## config.mk

```make
export PLATFORM = sky130hd
export DESIGN_NAME = zipmmu_tlbload
export DESIGN_NICKNAME = d
export VERILOG_FILES = /design/src/rtl/zipmmu_tlbload_pkg.sv /design/src/rtl/zipmmu_tlbload.sv
export SDC_FILE = /design/constraint.sdc
export NUM_CORES = 1
export LEC_CHECK = 0
export ABC_AREA = 0
export CAP_MARGIN = 20
export CORE_UTILIZATION = 55
export DETAILED_ROUTE_END_ITERATION = 10
export HOLD_SLACK_MARGIN = 0.1
export PLACE_DENSITY = 0.82
export SLEW_MARGIN = 10
export SYNTH_ARGS = -nofsm -noshare
export SYNTH_HDL_FRONTEND = slang
export SYNTH_SLANG_ARGS = --single-unit
```

## constraint.sdc

```tcl
create_clock -name i_clk -period 8 [get_ports i_clk]
set_clock_uncertainty 0.15 [all_clocks]
set_input_delay 1.2 -clock i_clk [delete_from_list [all_inputs] [get_ports i_clk]]
set_output_delay 1.2 -clock i_clk [all_outputs]
set_load 0.1 [all_outputs]
```

## src/rtl/zipmmu_tlbload_pkg.sv

```systemverilog
// Shared definitions for the ZipCPU MMU TLB loader: FSM state encoding and
// the control-port address layout.
package zipmmu_tlbload_pkg;

  typedef enum logic [1:0] {
    ST_IDLE = 2'b00,
    ST_RD   = 2'b01,
    ST_WRV  = 2'b10,
    ST_WRP  = 2'b11
  } tlb_state_e;

  // Control address is {TBL_SEL, entry index, word select}
  localparam logic TBL_SEL = 1'b1;
  localparam logic W_VIRT  = 1'b0;
  localparam logic W_PHYS  = 1'b1;

endpackage

```

## src/rtl/zipmmu_tlbload.sv

```systemverilog
// Hardware TLB loader: reads (virtual, physical) word pairs over pipelined
// Wishbone and writes each pair into the MMU control port.
module zipmmu_tlbload
  import zipmmu_tlbload_pkg::*;
#(
  parameter int AW    = 30,
  parameter int LGTBL = 6
) (
  input  logic             i_clk,
  input  logic             i_reset_n,
  input  logic             i_start,
  input  logic [AW-1:0]    i_base,
  input  logic [LGTBL:0]   i_count,
  output logic             o_busy,
  output logic             o_done,
  output logic             o_err,
  output logic [LGTBL:0]   o_loaded,
  output logic             o_mem_cyc,
  output logic             o_mem_stb,
  output logic [AW-1:0]    o_mem_addr,
  input  logic             i_mem_stall,
  input  logic             i_mem_ack,
  input  logic             i_mem_err,
  input  logic [31:0]      i_mem_data,
  output logic             o_mmu_stb,
  output logic             o_mmu_we,
  output logic [LGTBL+1:0] o_mmu_addr,
  output logic [31:0]      o_mmu_data,
  input  logic             i_mmu_ack,
  input  logic             i_mmu_stall
);

  localparam logic [LGTBL:0] MAX_CNT = {1'b1, {LGTBL{1'b0}}};
  localparam logic [LGTBL:0] ONE_K   = {{LGTBL{1'b0}}, 1'b1};
  localparam logic [AW-1:0]  ONE_A   = {{(AW-1){1'b0}}, 1'b1};

  tlb_state_e     state_r;
  logic [LGTBL:0] k_r;
  logic [LGTBL:0] count_r;
  logic [AW-1:0]  base_r;
  logic [1:0]     nreq_r;
  logic [1:0]     nack_r;
  logic [31:0]    vword_r;
  logic [31:0]    pword_r;

  logic [LGTBL:0] clamp_s;
  logic [LGTBL:0] k_next_s;
  logic [AW-1:0]  next_addr_s;
  logic           mem_accept_s;
  logic           mmu_accept_s;
  logic           mmu_ack_ok_s;

  // Count clamping, next-entry address and handshake qualifiers
  always_comb begin
    if (i_count > MAX_CNT) begin
      clamp_s = MAX_CNT;
    end else begin
      clamp_s = i_count;
    end
    k_next_s     = k_r + ONE_K;
    next_addr_s  = base_r + AW'({k_next_s, 1'b0});
    mem_accept_s = o_mem_stb && !i_mem_stall;
    mmu_accept_s = o_mmu_stb && !i_mmu_stall;
    // An ack only counts once the write has been (or is being) accepted
    mmu_ack_ok_s = i_mmu_ack && (!o_mmu_stb || !i_mmu_stall);
  end

  // Loader FSM with all bus outputs registered
  always_ff @(posedge i_clk) begin
    if (!i_reset_n) begin
      state_r    <= ST_IDLE;
      k_r        <= '0;
      count_r    <= '0;
      base_r     <= '0;
      nreq_r     <= 2'd0;
      nack_r     <= 2'd0;
      vword_r    <= 32'd0;
      pword_r    <= 32'd0;
      o_busy     <= 1'b0;
      o_done     <= 1'b0;
      o_err      <= 1'b0;
      o_loaded   <= '0;
      o_mem_cyc  <= 1'b0;
      o_mem_stb  <= 1'b0;
      o_mem_addr <= '0;
      o_mmu_stb  <= 1'b0;
      o_mmu_we   <= 1'b0;
      o_mmu_addr <= '0;
      o_mmu_data <= 32'd0;
    end else begin
      o_done <= 1'b0;
      o_err  <= 1'b0;
      case (state_r)
        ST_IDLE: begin
          // A start coinciding with the done/err pulse belongs to the old run
          if (i_start && !o_done && !o_err) begin
            if (clamp_s == '0) begin
              o_done <= 1'b1;
            end else begin
              base_r     <= i_base;
              count_r    <= clamp_s;
              k_r        <= '0;
              o_loaded   <= '0;
              nreq_r     <= 2'd0;
              nack_r     <= 2'd0;
              o_busy     <= 1'b1;
              o_mem_cyc  <= 1'b1;
              o_mem_stb  <= 1'b1;
              o_mem_addr <= i_base;
              state_r    <= ST_RD;
            end
          end
        end
        ST_RD: begin
          if (i_mem_err && o_mem_cyc) begin
            o_mem_cyc <= 1'b0;
            o_mem_stb <= 1'b0;
            o_err     <= 1'b1;
            o_busy    <= 1'b0;
            state_r   <= ST_IDLE;
          end else begin
            if (mem_accept_s) begin
              nreq_r <= nreq_r + 2'd1;
              if (nreq_r == 2'd0) begin
                o_mem_addr <= o_mem_addr + ONE_A;
              end else begin
                o_mem_stb <= 1'b0;
              end
            end
            if (i_mem_ack && (nack_r < 2'd2)) begin
              nack_r <= nack_r + 2'd1;
              if (nack_r == 2'd0) begin
                vword_r <= i_mem_data;
              end else begin
                pword_r    <= i_mem_data;
                o_mem_cyc  <= 1'b0;
                o_mmu_stb  <= 1'b1;
                o_mmu_we   <= 1'b1;
                o_mmu_addr <= {TBL_SEL, k_r[LGTBL-1:0], W_VIRT};
                o_mmu_data <= vword_r;
                state_r    <= ST_WRV;
              end
            end
          end
        end
        ST_WRV: begin
          if (mmu_accept_s) begin
            o_mmu_stb <= 1'b0;
          end
          if (mmu_ack_ok_s) begin
            o_mmu_stb  <= 1'b1;
            o_mmu_we   <= 1'b1;
            o_mmu_addr <= {TBL_SEL, k_r[LGTBL-1:0], W_PHYS};
            o_mmu_data <= pword_r;
            state_r    <= ST_WRP;
          end
        end
        ST_WRP: begin
          if (mmu_accept_s) begin
            o_mmu_stb <= 1'b0;
          end
          if (mmu_ack_ok_s) begin
            o_loaded <= k_next_s;
            k_r      <= k_next_s;
            if (k_next_s == count_r) begin
              o_done  <= 1'b1;
              o_busy  <= 1'b0;
              state_r <= ST_IDLE;
            end else begin
              nreq_r     <= 2'd0;
              nack_r     <= 2'd0;
              o_mem_cyc  <= 1'b1;
              o_mem_stb  <= 1'b1;
              o_mem_addr <= next_addr_s;
              state_r    <= ST_RD;
            end
          end
        end
        default: begin
          state_r <= ST_IDLE;
        end
      endcase
    end
  end

endmodule

```

## Word level (Yosys, flattened, before mapping)

Cells that the tools add are included.
W data, S select, Z words.

| cells by class | value |
|---|---|
| mux-type cells | 72 |
| reduce and logical (&&, ||, !) cells | 35 |
| bitwise gates (word level) | 3 |
| add/subtract/negate cells | 5 |
| magnitude comparators | 2 |
| equal/unequal tests | 20 |

Operators by type and width:

| cell | number |
|---|---|
| $mux W30 | 7 |
| $mux W32 | 4 |
| $pmux W30 S3 | 1 |
| $pmux W32 S2 | 1 |
| $mux W8 | 4 |
| $add A30 B1 Y30 const B | 1 |
| $add A30 B8 Y30 | 1 |
| $mux W2 | 15 |
| $mux W7 | 4 |
| $reduce_and A7 Y1 | 4 |
| $mux W1 | 25 |
| $ne A2 B2 Y1 const B | 12 |
| $pmux W8 S2 | 1 |
| $reduce_and A4 Y1 | 4 |
| $pmux W7 S2 | 1 |
| $ne A3 B3 Y1 const B | 4 |
| $pmux W1 S3 | 4 |
| $pmux W2 S3 | 2 |
| $reduce_and A6 Y1 | 2 |
| $pmux W2 S4 | 1 |
| $reduce_and A8 Y1 | 1 |
| $add A7 B1 Y7 const B | 1 |
| $eq A7 B7 Y1 | 1 |
| $gt A7 B7 Y1 const B | 1 |
| other kinds (16) | 35 |

| word-level totals | value |
|---|---|
| word-level logic and storage cells | 155 |
| bits of input ports | 77 |
| register bits after elaboration | 191 |
| output and inout port bits | 84 |

## Depth between registers and ports, before layout

Gate-level depths: netlist of run 1.

| depth | value |
|---|---|
| depth in word-level cells | 6 |
| gate-level depth with buffers | 12 |
| depth with buffers taken out | 11 |

## Worst setup path before layout of run 1

Ideal clock, no wire load.

| timing | value |
|---|---|
| path kind | register to register |
| from | register k_r[0] |
| to | register o_mem_addr[18] |
| stages on the path, launching flop included | 13 |
| period minus slack after synthesis | 3.770 ns |
| data required time | 7.770 ns |
| data arrival time | 3.541 ns |
| slack | 4.230 ns |
| cells stage by stage | dfxtp_1 > ha_1 > and3_1 > and3_1 > xor2_1 > ha_1 > a221o_1 > and3_1 > clkbuf_1 > nand4_1 > xor2_1 > o221a_2 > a22oi_1 |

| between the ends | value |
|---|---|
| word-level cells in the longest chain between the ends | 5 |
| elaborated cells on any way between the ends | 8 |
| those cells by class | 2 x add/sub; 2 x eq/ne; 3 x mux; 1 x reduce/logical |

RTL lines:

| element | line | RTL |
|---|---|---|
| start, declared | zipmmu_tlbload.sv:38 | `logic [LGTBL:0] k_r;` |
| start signal, assigned | zipmmu_tlbload.sv:164 | `k_r <= k_next_s;` |
| $add A7 B1 Y7 (*) | zipmmu_tlbload.sv:60 | `k_next_s = k_r + ONE_K;` |
| $add A30 B8 Y30 | zipmmu_tlbload.sv:61 | `next_addr_s = base_r + AW'({k_next_s, 1'b0});` |
| $mux W30 | zipmmu_tlbload.sv:165 | `if (k_next_s == count_r) begin` |
| $mux W30 | zipmmu_tlbload.sv:162 | `if (mmu_ack_ok_s) begin` |
| $pmux W30 S3 | zipmmu_tlbload.sv:93 | `case (state_r)` |
| end signal, assigned | zipmmu_tlbload.sv:109 | `o_mem_addr <= i_base;` |
| end signal, assigned | zipmmu_tlbload.sv:125 | `o_mem_addr <= o_mem_addr + ONE_A;` |
| end signal, assigned | zipmmu_tlbload.sv:174 | `o_mem_addr <= next_addr_s;` |
| end, declared | zipmmu_tlbload.sv:20 | `output logic [AW-1:0] o_mem_addr,` |

Mark *: on every way between the ends. The rest lies on a longest branch, timed or not. The select of a mux whose other input is x is not followed.
A chain may end at the register's enable or synchronous reset.

## Worst setup path after layout of run 1

| timing | value |
|---|---|
| from | register k_r[0] |
| to | register o_mem_addr[28] |

Same word-level chain as after synthesis.

==> results of run 1 <==
-- area by class of cell --
class / count / area (µm²)
Inverter: 17 / 66.3
Multi-Input combinational cell: 862 / 5230
Clock buffer: 18 / 439
Tap cell: 220 / 275
Fill cell: 1355 / 4940
Clock inverter: 14 / 171
Sequential cell: 190 / 3800
Antenna cell: 1 / 2.50
Timing Repair Buffer: 175 / 1710
-- placed cells by master (no fill, tap or decap), types with 15 or more instances in the layout --
cell and instances:
a211oi_1 45, a21oi_1 138, buf_4 15, clkbuf_16 17, clkdlybuf4s50_1 160, dfxtp_1 190
ha_1 16, inv_1 16, mux2i_1 48, nand2_1 261, nand3_1 28, nand4_1 22
nor2_1 68, o21ai_0 16, xnor2_1 19, xor2_1 27
-- cell families after synthesis --
family	count (synthesis)
simple gates	463
compound gates	283
flops	190
buf+inv	100
xor+xnor	50
mux	48
fa+ha+maj	18
-- worst paths after layout --
check	to	start	depth (start not counted)
worst max-delay path	o_mem_addr[28]$_SDFFE_PN0P_	k_r[0]$_SDFFE_PN0P_	10
worst min-delay path	pword_r[18]$_SDFFE_PN0P_	pword_r[18]$_SDFFE_PN0P_	2
worst max register to register	o_mem_addr[28]$_SDFFE_PN0P_	k_r[0]$_SDFFE_PN0P_	10
worst min register to register	pword_r[18]$_SDFFE_PN0P_	pword_r[18]$_SDFFE_PN0P_	2
-- critical path, cell delays in order (launching register included) --
cell and delay, ns:
dfxtp_1 0.51, ha_1 0.25, and3_1 0.23, xor2_1 0.37, ha_1 0.26, o211ai_1 0.12
o211ai_1 0.84, nand4_1 0.29, xnor2_1 0.21, a221oi_1 0.26, a22oi_1 0.12
-- metal layers --
metal,vias to the layer above,wire length (µm),share of wire [%],GRT usage [%]
met3,34,1710,6.7,5.13
met5,-,0,0,0
met4,0,404,1.6,9.58
met1,4170,11300,44,38.1
li1,4309,-,-,-
met2,332,12100,47,47.0
-- power by group through the flow --
stage	combinational [mW]	sequential [mW]	clock, mW
3_5_place_dp	2.39	1.38	0
3_3_place_gp	2.36	1.37	0
4_1_cts	2.39	1.36	0.864
6_report	2.40	1.36	0.854
5_1_grt	2.52	1.39	0.906
2_1_floorplan	0.805	2.39	0
-- per-stage QoR --
| stage | std cells | util, % |
|---|---|---|
| floorplan | 1152 | - |
| global placement | 1464 | 66.6 |
| detailed placement | 1464 | 66.6 |
| CTS | 1496 | 70.3 |
| global route | 1497 | 70.3 |
| finish | 1497 | 70.3 |
-- registers in the layout (all words and copies together) (netlist names), 2 cells and up, named ones only --
register and flops:
pword_r 32, nack_r 2, base_r 30, o_mem_addr 30, count_r 7, k_r 7
nreq_r 2, vword_r 32, o_mmu_data 32, o_mmu_addr 8
==> results.toml, run 1 <==
[place]
placed_area_mm2 = 0.0111
dp_hpwl_um = 16500
dp_slack_ns = 3.91
port_buffers = 160
gp_congestion = 0.858

[route]
route.detailed.drc = 0
num_vias = 8845
vias_per_cell = 5.91
first_iter_violations = 714
firstDrtPassIters = 6
routedWlPerCell_um = 17.1
wl_um = 25600
ant_nets = 0

[pwr]
combPwrFrac_pct = 52.0
p_per_area_mw_per_mm2 = 394
p_sw_share_pct = 52.0
power_switching_mw = 2.40
peakVddDrop_mv = 0.287
clockPowerShare_pct = 18.5
total_power_mw = 4.62
p_int_mw = 2.21
p_leak_nw = 4.07
seq_power_share_pct = 29.5

[synthesis]
muxShareOfSynthArea_pct = 5.11
yosysSeqAreaShare_pct = 40.4
synthSimpleGateAreaFrac_pct = 22.5
yosysWarningCount = 0
synth_top_flop_cell = "dfxtp_1"
async_reset_ff_share_pct = 0
synth_area_mm2 = 0.00940
synthTopCellsByCount = "261 x nand2_1, 190 x dfxtp_1, 139 x a21oi_1, 69 x clkbuf_1, 69 x nor2_1"
synth_top_area_cell = "dfxtp_1"
synth_top_family_by_area = "simple AND/OR/NAND/NOR gates"
synth_compound_area_share_pct = 19.9
syn_inst = 1152
synth_top_area_share_pct = 40.4
syn_area_per_cell_um2 = 8.16
ys_types = 74
synth-seq-cells = 190
synthTopCellsByArea = "dfxtp_1 40%, nand2_1 10%, a21oi_1 7.4%, mux2i_1 5.1%, a211oi_1 3.6%"
yosysMostFrequentCell = "nand2_1"
synth.net_count = 1247
yosys.area_share.adder_pct = 2.47
synth_edf_count = 0
synthXorXnorAreaFrac_pct = 5.24

[critical_path]
r2r_setup_slack_ns = 4.22
crit_path_end_kind = "flop"
arrival_ns = 3.90
start_kind = "flop"
worstPathMaxFanout = 10
path_class = "flop to flop"
cp.required_ns = 8.12

[global_route]
grt_pass1_vias = 8097
grtUsageTotal_pct = 28.7
grt_pass1_wl_um = 40600
gr-total-overflow = 0
antenna_found_initial = 1
grt_max_degree = 94

[sta]
post-route-period-util_pct = 47.3
hold_viol = 0
setup_tns_ns = 0
setup_slack_ns = 4.22
timing.fmax_mhz = 264
rsz0062_at_grt = "false"
maxSlewHeadroom_pct = 29.8
slew_violations = 0
tightestPinTransition_ns = 1.05
setup_viol = 0
fin_crit_ns = 3.78
holdWs_ns = 0.304

[floorplanning]
die_w_um = 133
start_util_pct = 56.5
rows = 47
num_io_pins = 161
die_height_um = 133
core_area_mm2 = 0.0166
die_area_mm2 = 0.0176

[min_path]
hold_path_class = "flop to flop"

[cts]
post-cts-setup-buffer-count = 0
tritoncts = "yes"
ctsLongestPathBuffers = 2
clk_latency_ns = 0.44
ctsHoldBuffers = 0
cts_resized = 0
cts_buffers = 17
htree_levels = 4
clockRootBuffer = "clkbuf_16"
cts.reportedPaths.clkPinSlew_ns = 0.07
clock_sinks = 190

[finish]
drive_gt1_share_pct = 6.19
areaGrowthSynthToFinish_pct = 24.4
layout.nets = 1358
postLayoutCellArea_mm2 = 0.0117

[run_status]
status = "complete, no violations"

[flow_run]
max_cap_viol_count = 0
Note: power is estimated with default switching activity, not from simulation.
==> run 2, diff against run 1 <==
CORE_UTILIZATION = 54   (was 55)
PLACE_DENSITY = 0.81   (was 0.82)
clock period = 3.5 ns   (was 8 ns; I/O delays follow)
==> results.toml, run 2 (synthesized netlist as in run 1, its figures left out) <==
[finish]
layout_common_cells = "261 x nand2_1, 186 x dfxtp_1, 138 x a21oi_1"
postLayoutCellArea_mm2 = 0.0118
drive_gt1_share_pct = 9.62
final_common_cell = "nand2_1"
final_cells = 1509
layout.nets = 1371
areaGrowthSynthToFinish_pct = 25.5
reg_top3 = "o_mmu_data (32), pword_r (32), vword_r (32)"
diodes = 0

[floorplanning]
core_area_mm2 = 0.0168
start_util_pct = 55.9
die_height_um = 134
die_area_mm2 = 0.0179
rows = 47
num_io_pins = 161
die_w_um = 134

[run_status]
status = "complete, no violations"

[route]
route.detailed.drc = 0
firstDrtPassIters = 6
routedWlPerCell_um = 17.1
vias_per_cell = 5.97
wl_um = 25800
first_iter_violations = 743
num_vias = 9010
ant_nets = 0

[sta]
setup_viol = 0
maxSlewHeadroom_pct = 30.4
post-route-period-util_pct = 93.1
setup_tns_ns = 0
timing.fmax_mhz = 307
hold_viol = 0
rsz0062_at_grt = "false"
fin_crit_ns = 3.26
tightestPinTransition_ns = 1.04
slew_violations = 0

[cts]
ctsHoldBuffers = 0
clockRootBuffer = "clkbuf_16"
clock_sinks = 190
htree_levels = 4
ctsLongestPathBuffers = 2
cts_buffers = 17
tritoncts = "yes"
clk_latency_ns = 0.44
cts.reportedPaths.clkPinSlew_ns = 0.07

[global_route]
antenna_found_initial = 0
gr-total-overflow = 0
grt_pass1_wl_um = 41800
grtUsageTotal_pct = 29.1
grt_pass1_vias = 8399
grt_max_degree = 59

[place]
port_buffers = 160
placed_cells = 1476
dp_hpwl_um = 17300
gp_congestion = 0.915
placed_area_mm2 = 0.0112

[pwr]
p_leak_nw = 4.19
p_per_area_mw_per_mm2 = 902
peakVddDrop_mv = 0.685

[critical_path]
cp.required_ns = 3.64
start_kind = "flop"
arrival_ns = 3.40
r2r_cells = 11
path_class = "flop to flop"
crit_path_end_kind = "flop"
worstPathMaxFanout = 13

[flow_run]
max_cap_viol_count = 0

[min_path]
hold-path-cell-count = 2
hold_path_class = "flop to flop"
-- run 2: path summary, 6_finish.rpt --
kind                                  from                          end  slack (ns)
setup / recovery       k_r[0]$_SDFFE_PN0P_  o_mem_addr[27]$_SDFFE_PN0P_        0.24
hold / removal    vword_r[20]$_SDFFE_PN0P_     vword_r[20]$_SDFFE_PN0P_        0.31
setup reg to reg       k_r[0]$_SDFFE_PN0P_  o_mem_addr[27]$_SDFFE_PN0P_        0.24
hold reg to reg   vword_r[20]$_SDFFE_PN0P_     vword_r[20]$_SDFFE_PN0P_        0.31
-- run 2: routing by layer --
layer / track usage [%] / vias to the layer above / wire, µm
li1: - / 4330 / -
met1: 38.8 / 4275 / 11300
met2: 46.1 / 344 / 12000
met3: 4.31 / 61 / 1740
met4: 14.0 / 0 / 823
met5: 0 / - / 0
-- run 2: worst max-delay path, stage by stage (launching register included) --
cell and delay (ns):
dfxtp_2 0.39, ha_1 0.19, and3_1 0.23, and3_1 0.24
xor2_2 0.24, ha_1 0.27, inv_1 0.06, o211a_1 0.30
nor4_1 0.50, xor2_1 0.13, a221oi_1 0.26, a22oi_1 0.12
-- run 2: cell type report --
cell class	instances	area (µm²)
Clock buffer	17	425
Clock inverter	15	176
Fill cell	1388	5020
Inverter	17	66.3
Multi-Input combinational cell	862	5230
Sequential cell	190	3810
Tap cell	220	275
Timing Repair Buffer	188	1820
-- run 2: timing repair --
item | 4_1_cts | 5_1_grt
endpoints found under the setup margin | 0 | 2
buffers inserted | 0 | 1
gates resized for setup | 0 | 2
-- run 2: per-stage QoR --
stage / worst slack [ns] / hold WS (ns) / power (mW) / utilization [%]
final: 0.241 / 0.306 / 10.6 / 70.2
after global routing: 0.0580 / 0.321 / 11.1 / 70.2
after CTS: 0.223 / 0.306 / 10.6 / 70.0
after detailed placement: 0.240 / 0.296 / 8.69 / 66.5
after global placement: 0.264 / 0.291 / 8.61 / 66.5
after floorplan: 0.108 / 0.286 / 7.30 / -
-- run 2: power by group --
part	leakage, nW	internal (mW)	switching, mW
registers	1.55	2.64	0.475
logic	2.35	1.50	4.08
clock network	0.285	1.02	0.937
==> run 3, diff against run 2 <==
CORE_ASPECT_RATIO = 1.4   (was not set)
==> results.toml, run 3 (synthesized netlist as in run 1, its figures left out) <==
[route]
firstDrtPassIters = 7
wl_um = 27200
num_vias = 9060
route.detailed.drc = 0
first_iter_violations = 738
ant_nets = 0
vias_per_cell = 5.95
routedWlPerCell_um = 17.9

[sta]
tightestPinTransition_ns = 1.02
fin_crit_ns = 3.28
rsz0062_at_grt = "false"
maxSlewHeadroom_pct = 31.6
slew_violations = 0
setup_viol = 0
timing.fmax_mhz = 305
hold_viol = 0
setup_tns_ns = 0
post-route-period-util_pct = 93.6

[critical_path]
crit_path_end_kind = "flop"
path_class = "flop to flop"
slowest_delay_ns = 0.46
crit_chain = "ha_1 -> and3_1 -> xor2_1 -> ha_1 -> o211ai_1 -> o211a_1 -> nor4_1 -> xor2_1 -> a221oi_1 -> a22oi_1"
arrival_ns = 3.42
cp.required_ns = 3.64
r2r_cells = 10
slowest_stage = "o211a_1"
crit_buf_inv = 0
reg2reg_to = "o_mem_addr[27]$_SDFFE_PN0P_"
r2r_start = "k_r[0]$_SDFFE_PN0P_"
crit_family = "compound AO/OA/AOI/OAI gates"
worstPathMaxFanout = 13
r2r_setup_slack_ns = 0.22
start_kind = "flop"

[finish]
ff_latch_area_mm2 = 0.00381
fin_util_pct = 69.8
reg_top3 = "o_mmu_data (32), pword_r (32), vword_r (32)"
layout_common_cells = "261 x nand2_1, 186 x dfxtp_1, 138 x a21oi_1"
postLayoutCellArea_mm2 = 0.0118
final_common_cell = "nand2_1"
layout.nets = 1372
multi_input_area_mm2 = 0.00524
final_cells = 1522
diodes = 0
areaGrowthSynthToFinish_pct = 25.4
drive_gt1_share_pct = 10.3
n_fill_cell = 1388

[pwr]
p_leak_nw = 4.24
peakVddDrop_mv = 0.705
p_per_area_mw_per_mm2 = 910

[floorplanning]
start_util_pct = 55.7
core_area_mm2 = 0.0169
die_w_um = 114
die_area_mm2 = 0.0180
num_io_pins = 161
die_height_um = 158
rows = 56

[min_path]
holdPathEnd = "vword_r[29]$_SDFFE_PN0P_"
hold-path-cell-count = 2
hold_path_class = "flop to flop"
min-delay-start = "vword_r[29]$_SDFFE_PN0P_"

[cts]
ctsLongestPathBuffers = 2
tritoncts = "yes"
clockRootBuffer = "clkbuf_16"
clk_latency_ns = 0.45
clock_sinks = 190
cts_buffers = 17
cts.reportedPaths.clkPinSlew_ns = 0.07
htree_levels = 4

[global_route]
antenna_found_initial = 0
grt_pass1_wl_um = 43000
grt_max_degree = 73
gr-total-overflow = 0
grtUsageTotal_pct = 30.5
grt_pass1_vias = 8755

[place]
port_buffers = 160
placed_area_mm2 = 0.0111
dp_hpwl_um = 18000
gp_congestion = 0.917
placed_cells = 1489

[run_status]
status = "complete, no violations"

[flow_run]
max_cap_viol_count = 0
-- run 3: changes by cell type in the layout (fill, tap and decap cells not counted), moves of 2 or more --
cell	previous run	this run
buf_12	6	2
buf_4	49	62
clkdlybuf4s50_1	133	125
clkinv_4	2	0
clkinvlp_4	3	0
inv_6	2	7
inv_8	5	3
-- run 3: tightest hold or removal path, stage by stage, from the launching register on --
cell	delay (ns)
dfxtp_1	0.31
nand2_1	0.05
a21oi_1	0.05
-- run 3: layer usage --
metal,up-vias,GRT usage (%),wire length [µm]
li1,4334,-,-
met1,4283,35.2,10800
met2,353,52.1,13500
met3,90,6.32,1700
met4,0,18.0,1230
met5,-,0,0
-- run 3: worst max path at each step --
stage	start	depth (start not counted)	endpoint	slack [ns]
2_1_floorplan	k_r[0]$_SDFFE_PN0P_	12	o_mem_addr[18]$_SDFFE_PN0P_	0.11
3_3_place_gp	k_r[0]$_SDFFE_PN0P_	10	o_mem_addr[28]$_SDFFE_PN0P_	0.30
3_5_place_dp	k_r[0]$_SDFFE_PN0P_	11	o_mem_addr[29]$_SDFFE_PN0P_	0.11
4_1_cts	k_r[0]$_SDFFE_PN0P_	11	o_mem_addr[29]$_SDFFE_PN0P_	0.08
5_1_grt	k_r[0]$_SDFFE_PN0P_	11	o_mem_addr[26]$_SDFFE_PN0P_	0.02
6_report	k_r[0]$_SDFFE_PN0P_	10	o_mem_addr[27]$_SDFFE_PN0P_	0.22
-- run 3: metrics by stage --
step	setup slack, ns	hold slack (ns)	power, mW
2_1_floorplan	0.108	0.286	7.30
3_3_place_gp	0.296	0.291	8.60
3_5_place_dp	0.111	0.296	8.66
4_1_cts	0.0810	0.305	10.7
5_1_grt	0.0204	0.319	11.2
6_report	0.225	0.305	10.7
-- run 3: final cells by class --
class / instances / area share, %
well taps: 232 / 2.46
clock buffers: 18 / 3.73
clock inverters: 14 / 1.59
repair buffers: 189 / 14.9
flip-flops and latches: 190 / 32.3
inverters: 17 / 0.563
multi-input cells: 862 / 44.4
-- run 3: power by group --
group          leakage, nW  switching [mW]  internal (mW)
clock network        0.309           0.932           1.11
logic                 2.38            4.09           1.44
registers             1.55           0.504           2.64
-- run 3: what timing repair did --
| action | 4_1_cts | 5_1_grt |
|---|---|---|
| resized for setup | 0 | 3 |
| endpoints found under the setup margin | 0 | 10 |
| hold buffers | 0 | 0 |
| setup buffers | 0 | 1 |
==> patch (flow settings as in run 2) <==
Encoding of `tlb_state_e`: now one-hot (4 bits for 4 states).
--- a/src/rtl/zipmmu_tlbload_pkg.sv
+++ b/src/rtl/zipmmu_tlbload_pkg.sv
@@ -2,11 +2,11 @@
 // the control-port address layout.
 package zipmmu_tlbload_pkg;
 
-  typedef enum logic [1:0] {
-    ST_IDLE = 2'b00,
-    ST_RD   = 2'b01,
-    ST_WRV  = 2'b10,
-    ST_WRP  = 2'b11
+  typedef enum logic [3:0] {
+    ST_IDLE = 4'b0001,
+    ST_RD   = 4'b0010,
+    ST_WRV  = 4'b0100,
+    ST_WRP  = 4'b1000
   } tlb_state_e;
 
   // Control address is {TBL_SEL, entry index, word select}
Check against the original RTL: same outputs for any inputs over 4 cycles, from zero or initial values and one cycle with i_reset_n low; so few cycles prove little.
==> patch against run 2 <==
Die area rose by 1.3%; design area rose by 0.51%; wire length rose by 5.6%; sequential cell count rose by 2; power fell by 13%; area after synthesis rose by 1.3%; worst setup slack improved by 0.0076 ns; fmax rose by 0.23%; highest routed layer unchanged.
==> patch: results (changes against run 2) <==
[synth]
yosys-top-cells-count=267 x sky130_fd_sc_hd__nand2_1, 192 x sky130_fd_sc_hd__dfxtp_1, 149 x sky130_fd_sc_hd__a21oi_1
synth_top_cells_by_area=sky130_fd_sc_hd__dfxtp_1 40%, sky130_fd_sc_hd__nand2_1 11%, sky130_fd_sc_hd__a21oi_1 7.8%
synth.net_count=1280  ; +2.6%
postSynthCellCount=1190  ; +3.3%
ys_types=75  ; +1.4%
synth-compound-area-share_pct=22.5  ; +2.5 points
synth_seq_area_share_pct=40.3  ; -0.10 points
share_of_synthesized_area_spent_on_multiplexers_pct=3.99  ; -1.1 points
synth_fa_ha_area_share_pct=1.79  ; -0.69 points

[route]
m1WireLength_microns=11500  ; +1.9%
route.detailed.wl_per_inst_microns=17.6  ; +3.1%
wire_length_on_met3_microns=2310  ; +33%

[power_and_ir_drop]
clock_net_power_mw=2.06  ; +5%
comb_power_share_pct=45.4  ; -6.9 points
vdd_ir_drop_max_v=0.000644  ; -6.1%
power.density_nw_per_um2=783  ; -13%
p_int_mw=4.68  ; -9.3%

[setup_path]
critical-path-top-delay-family=compound AO/OA/AOI/OAI gates
arrival_ns=3.44  ; +0.04 ns
crit-reg2reg-capture=o_mem_addr[25]
worstRegToRegCells=10  ; -1
slowest_delay_ns=0.43  ; -0.07 ns
crit_path_top_delay_cell=sky130_fd_sc_hd__or2_2

[grt]
use_met3_pct=5.71  ; +1.4 points
track_usage_pct=30.4  ; +1.3 points
pin_count_of_the_biggest_net_entering_global_routing=99  ; +68%
grt_first_pass_wirelength_microns=43900  ; +5.0%
first_global_vias=8785  ; +4.6%

[sta]
finalHoldWorstSlack_ns=0.306  ; +0.000753 ns
finalCritPeriodShare_pct=92.9  ; -0.22 points
maxSlewHeadroom_pct=32.1  ; +1.7 points

[final_layout]
fin_cells=1547  ; +2.5%
post_route_cells_drive_above_1_share_pct=8.55  ; -1.1 points
final.fill_count=1430  ; +3.0%
nets=1399  ; +2.0%

[placed_design]
dp_worst_setup_slack_ns=0.122  ; -0.118 ns
gp_congestion=0.940  ; +2.7%
placed_area_sq_um=11200  ; +0.23%

[worst_hold_path]
worstHoldEndpoint=pword_r[16]

[status]
status=finished, final reports clean

[clocking]
clockBufferDepth=2  ; unchanged

## patch: cell count changes after synthesis, sizes merged, moves of 8 or more
cell / run 2 / this run
o2bb2ai: 0 / 10
mux2i: 48 / 38
xor2: 27 / 11
buf: 13 / 25
nand4: 23 / 15
nand3b: 0 / 9
a21oi: 140 / 150
a22oi: 14 / 4
and2: 2 / 10
nor3: 11 / 25
clkbuf: 70 / 62
o21ai: 17 / 31
## patch: cells by family after synthesis
family	count (synthesis)
adders and majority gates	13
DFF	192
muxes	38
AOI/OAI and AO/OA	330
and+or+nand+nor	480
xor gates and xnor gates	37
buffers and inverters	100
## patch: repair_timing
action | 4_1_cts | 5_1_grt
gates resized for setup | 0 | 4
setup buffers | 0 | 0
endpoints found under the setup margin | 0 | 8
## patch: final cells by class
cell class	instances	area, sq um	share of cell area [%]
sequential	192	3850	32.5
timing repair buffer	187	1750	14.7
multi-input combinational	898	5290	44.6
clock buffer	17	425	3.59
clock inverter	15	216	1.82
inverter	13	51.3	0.432
tap	225	282	2.37
